--- config.mk ---
export PLATFORM = sky130hd
export DESIGN_NAME = midi_tx_arbiter
export DESIGN_NICKNAME = d
export VERILOG_FILES = /design/src/rtl/midi_tx_pkg.sv /design/src/rtl/midi_tx_out_reg.sv /design/src/rtl/midi_tx_arbiter.sv
export SDC_FILE = /design/constraint.sdc
export NUM_CORES = 1
export LEC_CHECK = 0
export ABC_AREA = 1
export BUFFER_PORTS_ARGS = -buffer_cell sky130_fd_sc_hd__buf_2
export CELL_PAD_IN_SITES_DETAIL_PLACEMENT = 1
export CELL_PAD_IN_SITES_GLOBAL_PLACEMENT = 1
export CORE_MARGIN = 3
export CORE_UTILIZATION = 39
export DETAILED_ROUTE_END_ITERATION = 8
export HOLD_SLACK_MARGIN = 0.02
export PLACE_DENSITY_LB_ADDON = 0.1
export SETUP_SLACK_MARGIN = 0.4
export SLEW_MARGIN = 30
export SYNTH_ARGS = -nofsm -noshare
export SYNTH_HDL_FRONTEND = slang
export SYNTH_HIERARCHICAL = 1
export SYNTH_SLANG_ARGS = --single-unit
--- constraint.sdc ---
create_clock -name clk -period 2.3 [get_ports clk]
set_input_delay 0.575 -clock clk [delete_from_list [all_inputs] [get_ports clk]]
set_output_delay 0.575 -clock clk [all_outputs]
set_load 0.1 [all_outputs]
--- src/rtl/midi_tx_pkg.sv ---
// Shared types and constants for the MIDI transmit arbiter.
package midi_tx_pkg;

  typedef enum logic [1:0] {S_IDLE, S_MSG, S_SYSEX, S_ABORT} state_e;

  typedef enum logic {GR_MSG, GR_SYSEX} grant_e;

  localparam logic [7:0] MIDI_EOX = 8'hF7;
  localparam logic [7:0] MIDI_SOX = 8'hF0;

  // Byte idx of a packed {status, data1, data2} short message, MSB first.
  function automatic logic [7:0] msg_byte(input logic [23:0] data, input logic [1:0] idx);
    logic [7:0] b;
    case (idx)
      2'd0:    b = data[23:16];
      2'd1:    b = data[15:8];
      default: b = data[7:0];
    endcase
    return b;
  endfunction

endpackage

--- src/rtl/midi_tx_out_reg.sv ---
// Single-byte holding register in front of the UART; exposes when a new byte may be loaded.
module midi_tx_out_reg (
  input  logic       clk,
  input  logic       rst,
  input  logic       load,
  input  logic [7:0] load_data,
  input  logic       tx_ready,
  output logic       tx_valid,
  output logic [7:0] tx_data,
  output logic       slot
);

  // A byte may be loaded when the register is empty or is draining this cycle.
  assign slot = ~tx_valid | tx_ready;

  always_ff @(posedge clk) begin
    if (rst) begin
      tx_valid <= 1'b0;
      tx_data  <= 8'h00;
    end else if (load) begin
      tx_valid <= 1'b1;
      tx_data  <= load_data;
    end else if (tx_ready) begin
      tx_valid <= 1'b0;
    end
  end

endmodule

--- src/rtl/midi_tx_arbiter.sv ---
// Schedules SysEx, short channel messages and realtime bytes onto one MIDI byte stream,
// keeping SysEx atomic and aborting a stalled SysEx message with a forced EOX.
module midi_tx_arbiter
  import midi_tx_pkg::*;
#(
  parameter int unsigned TIMEOUT_CYCLES = 100000,
  parameter int unsigned CNT_W          = 17
) (
  input  logic        clk,
  input  logic        rst,
  input  logic        sysex_valid,
  input  logic [7:0]  sysex_data,
  input  logic        sysex_last,
  output logic        sysex_rd,
  input  logic        msg_valid,
  input  logic [23:0] msg_data,
  input  logic [1:0]  msg_len,
  output logic        msg_ready,
  input  logic        rt_valid,
  input  logic [7:0]  rt_data,
  output logic        rt_ready,
  output logic [7:0]  tx_data,
  output logic        tx_valid,
  input  logic        tx_ready,
  output logic        sysex_abort,
  output logic        busy
);

  localparam logic [CNT_W-1:0] TIMEOUT_CNT = CNT_W'(TIMEOUT_CYCLES);

  state_e            state_q, state_d;
  logic [1:0]        idx_q, idx_d;
  logic [1:0]        len_q, len_d;
  logic [23:0]       data_q, data_d;
  logic [CNT_W-1:0]  cnt_q, cnt_d;
  logic              drop_q, drop_d;
  grant_e            last_q, last_d;
  logic              abort_q, abort_d;

  logic              slot;
  logic              load;
  logic [7:0]        load_data;
  logic              sx_win;

  midi_tx_out_reg u_out_reg (
    .clk       (clk),
    .rst       (rst),
    .load      (load),
    .load_data (load_data),
    .tx_ready  (tx_ready),
    .tx_valid  (tx_valid),
    .tx_data   (tx_data),
    .slot      (slot)
  );

  always_comb begin
    state_d   = state_q;
    idx_d     = idx_q;
    len_d     = len_q;
    data_d    = data_q;
    cnt_d     = cnt_q;
    drop_d    = drop_q;
    last_d    = last_q;
    abort_d   = 1'b0;
    load      = 1'b0;
    load_data = 8'h00;
    sysex_rd  = 1'b0;
    msg_ready = 1'b0;
    rt_ready  = 1'b0;
    sx_win    = 1'b0;

    // Draining the remainder of an aborted message does not need the output slot.
    if (drop_q && sysex_valid) begin
      sysex_rd = 1'b1;
      if (sysex_last) drop_d = 1'b0;
    end

    if (slot && rt_valid && state_q != S_ABORT) begin
      load      = 1'b1;
      load_data = rt_data;
      rt_ready  = 1'b1;
    end

    unique case (state_q)
      S_IDLE: begin
        if (slot && !rt_valid) begin
          sx_win = sysex_valid && !drop_q && (!msg_valid || last_q == GR_MSG);
          if (sx_win) begin
            load      = 1'b1;
            load_data = sysex_data;
            sysex_rd  = 1'b1;
            last_d    = GR_SYSEX;
            cnt_d     = '0;
            if (!sysex_last) state_d = S_SYSEX;
          end else if (msg_valid) begin
            msg_ready = 1'b1;
            if (msg_len != 2'd0) begin
              load      = 1'b1;
              load_data = msg_data[23:16];
              data_d    = msg_data;
              len_d     = msg_len;
              last_d    = GR_MSG;
              if (msg_len > 2'd1) begin
                state_d = S_MSG;
                idx_d   = 2'd1;
              end
            end
          end
        end
      end
      S_MSG: begin
        if (slot && !rt_valid) begin
          load      = 1'b1;
          load_data = msg_byte(data_q, idx_q);
          idx_d     = idx_q + 2'd1;
          if (idx_q + 2'd1 == len_q) begin
            state_d = S_IDLE;
            idx_d   = 2'd0;
          end
        end
      end
      S_SYSEX: begin
        // Only an empty FIFO counts towards the timeout; output backpressure does not.
        if (!sysex_valid) begin
          cnt_d = cnt_q + 1'b1;
          if (cnt_d == TIMEOUT_CNT) state_d = S_ABORT;
        end else if (slot && !rt_valid) begin
          load      = 1'b1;
          load_data = sysex_data;
          sysex_rd  = 1'b1;
          cnt_d     = '0;
          if (sysex_last) state_d = S_IDLE;
        end
      end
      S_ABORT: begin
        if (slot) begin
          load      = 1'b1;
          load_data = MIDI_EOX;
          abort_d   = 1'b1;
          drop_d    = 1'b1;
          cnt_d     = '0;
          state_d   = S_IDLE;
        end
      end
      default: state_d = S_IDLE;
    endcase
  end

  always_ff @(posedge clk) begin
    if (rst) begin
      state_q <= S_IDLE;
      idx_q   <= 2'd0;
      len_q   <= 2'd0;
      data_q  <= 24'h0;
      cnt_q   <= '0;
      drop_q  <= 1'b0;
      last_q  <= GR_MSG;
      abort_q <= 1'b0;
    end else begin
      state_q <= state_d;
      idx_q   <= idx_d;
      len_q   <= len_d;
      data_q  <= data_d;
      cnt_q   <= cnt_d;
      drop_q  <= drop_d;
      last_q  <= last_d;
      abort_q <= abort_d;
    end
  end

  assign sysex_abort = abort_q;
  assign busy        = (state_q != S_IDLE) || tx_valid;

endmodule

==> metrics.md <==
| Metric | Value |
|---|---|
| Status | `finished, final reports clean` |
| Final Hold Viols | `0` |
| Drt first pass iters | `4` |
| Number of synthesized flops with an enable pin | `0` |
| Fin crit period | `2.03 ns` |
| Initial antenna violation count | `0` |
| DPL Wire Length | `8.54 mm` |
| Startpoint Class | `flop` |
| DRC errors left | `0` |
| Worst Path Max Fanout | `4` |
| Crit path max-delay family | `simple AND/OR/NAND/NOR gates` |
| Num CTS Buffers | `9` |
| Diode count | `0` |
| Vias in the first global route | `4,105` |
| H-tree Lvls | `3` |
| TritonCTS Sinks | `59` |
| Synth warn | `6` |
| Sequential fraction of the synthesis area | `34.5%` |
| Die W | `99.8 um` |
| Final nets | `687` |
| Ranking of synthesized cells by area | `dfxtp_1 34%, nand2_1 16%, nor2_1 11%` |
| Arrival @ worst endpoint | `1.46 ns` |
| Starting Density | `40.9%` |
| RSZ-0062 raised after global routing | `true` |
| HP Class | `input pin to flop` |
| Synth Area in Compound Gates | `17.8%` |
| Tcrit/Tclk final | `88.4%` |
| Multiplexer share of the synthesized area | `0%` |
| # fillers | `1,134` |
| Top FF cell, synth | `dfxtp_1` |
| Core Area | `8380 um^2` |
| All-Layer GR Usage | `24.0%` |
| Die height | `99.8 um` |
| WHS | `0.443 ns` |
| TritonCTS clock tree | `built` |
| Critical path type | `flop to primary output` |
| Row count | `33` |
| Commonest cells in the netlist | `142 x nand2_1, 98 x nor2_1, 59 x dfxtp_1` |
| Wire per inst | `16.4 um` |
| FFs w/ async S/R, synth | `0%` |
| Max incr delay on CP | `0.37 ns` |
| Port Buffers | `62` |
| First-pass GRT wire length | `19.2 mm` |
| Synth cell types | `40` |
| Worst-margin pin slew | `0.490 ns` |
| Synth Area in Simple Gates | `37.3%` |
| Routability congestion estimate from global placement | `0.898` |
| Count leader, synth | `nand2_1` |
| Post-synthesis cell type with the largest combined area | `dfxtp_1` |
| Largest net degree at the start of global routing | `26` |
| Cell with the largest stage delay on the worst path | `dfxtp_4` |
| Clock transition at path regs | `0.08 ns` |
| Skew final | `0.0101 ns` |
| Syn Nets | `599` |
| CTS Root Cell | `clkbuf_8` |
| Mapped Cells | `546` |
| Critical Path RT | `1.73 ns` |
| Total design power | `0.00420 W` |
| P&R area growth vs syn | `31.7%` |
| Via count | `3,956` |
| Pwr dens | `931 nW/um^2` |
| Worst VDD drop | `777 uV` |
| Leakage power | `1.94 nW` |
| Routed Wire Length | `12.2 mm` |
| First-iteration detailed-routing DRC count | `125` |
| Cell area after synthesis | `3430 um^2` |
| Crit path buf inv count | `2` |
| Later-pin clock latency in the skew report | `0.35 ns` |
| Share of the synthesized area in the top cell type | `34.5%` |
| Share of layout cells above drive strength 1 | `26.6%` |
| Die ar. | `9950 um^2` |
| Flops & latches, synth | `59` |
| Relative slew slack | `67.6%` |
| Max-slew violation count | `0` |
| Sequence of cells on the critical path | `nor2_4 > nand4_1 > clkinvlp_4 > buf_12` |
| CP Capture Type | `primary output` |
| I/O pin total | `63` |
| Synth Area in Adders | `1.46%` |
| Total negative slack | `0 ns` |
| Max cap viols | `0` |
| Syn Area/Cell | `6.28 um^2` |
| F_max | `492 MHz` |
| Final setup fails | `0` |
| Largest family of logic cells by synthesized area | `simple AND/OR/NAND/NOR gates` |
| Bufs on Longest Clock Path | `2` |
| Antenna-violating nets left | `0` |
| Vias per cell | `5.32` |
| Grt total ovfl | `0` |
| Synth Area in XOR/XNOR | `1.28%` |
what timing repair did:
item                                   CTS  global route
pin swaps                                5             5
setup buffers                           10             6
setup endpoints to repair               10            15
gates resized for setup                 15            35
hold buffers                             0             0
endpoints found under the hold margin    0             0
metal layers:
metal  global-route usage [%]  up-vias  part of all wire, %
met3                     3.16       35                  3.2
met5                        0        -                    0
met4                     9.24        0                  3.1
met2                     44.5       88                   52
li1                         -     1959                    -
met1                     27.7     1874                   42
registers in the layout, summed over array words and instances, names as in the netlist:
name,cells
data_q,24
cnt_q,17
u_out_reg/tx_data,8
idx_q,2
len_q,2
state_q,2
drop_q,1
last_q,1
sysex_abort,1
u_out_reg/tx_valid,1
logic make-up (layout without fill, tap and decap cells):
| kind of cell | Yosys count | count (layout) |
|---|---|---|
| AO/OA/AOI/OAI | 108 | 108 |
| adder cells (fa/ha/maj) | 4 | 4 |
| flip-flops | 59 | 59 |
| buffers and inverters | 68 | 161 |
| AND/OR/NAND/NOR | 302 | 302 |
| XOR/XNOR | 5 | 5 |
cell usage in the layout, fill, tap and decap left out, types with 7 or more instances in the layout:
master and instances:
clkbuf_8 9, dfxtp_2 7, nand2_1 128, buf_2 56
nor2_1 92, inv_1 43, nand2_2 12, o21ai_0 42
dfxtp_1 49, a21oi_1 35, nor2_4 9, nand3_1 34
buf_4 29
worst reg2reg max path, cell delays in order (launching register included):
cell and delay, ns:
dfxtp_4 0.38, nand2_8 0.07, buf_4 0.16, inv_1 0.05
nor2_1 0.06, inv_1 0.14, nand2_1 0.14, inv_1 0.16
o211ai_1 0.11, o22ai_1 0.21, inv_1 0.06, nor2_1 0.11
nor2_1 0.06
per-stage QoR:
stage | cell area (um^2) | util [%] | setup WS [ns] | cells
5_1_grt | 4520 | 53.9 | 0.226 | 744
3_5_place_dp | 4050 | 48.3 | 0.126 | 712
4_1_cts | 4350 | 51.9 | 0.270 | 738
3_3_place_gp | 4050 | 48.3 | 0.154 | 712
6_report | 4520 | 53.9 | 0.266 | 744
2_1_floorplan | 3510 | - | 0.287 | 546
power by group:
group          switching [W]  internal [W]  total [W]  leakage (nW)
combinational        0.00143      0.000574    0.00200          1.36
sequential         0.0000996       0.00117    0.00127         0.485
clock               0.000518      0.000410   0.000928        0.0925
final timing paths:
path,cells after the start,slack [ns],start,to
max reg2reg,12,0.50,u_out_reg/tx_valid,u_out_reg/tx_data[6]
max,4,0.27,state_q[0],msg_ready
min,3,0.44,msg_data[6],data_q[6]
min reg2reg,2,0.49,last_q,last_q
area by class of cell:
type	count	area (um^2)	area share, %
well taps	105	131	2.91
clock buffers	9	124	2.74
clock inverters	7	58.8	1.30
inverters	52	223	4.93
multi-input cells	419	2150	47.5
flip-flops and latches	59	1200	26.6
repair buffers	93	632	14.0
(Power assumes the default switching activity.)
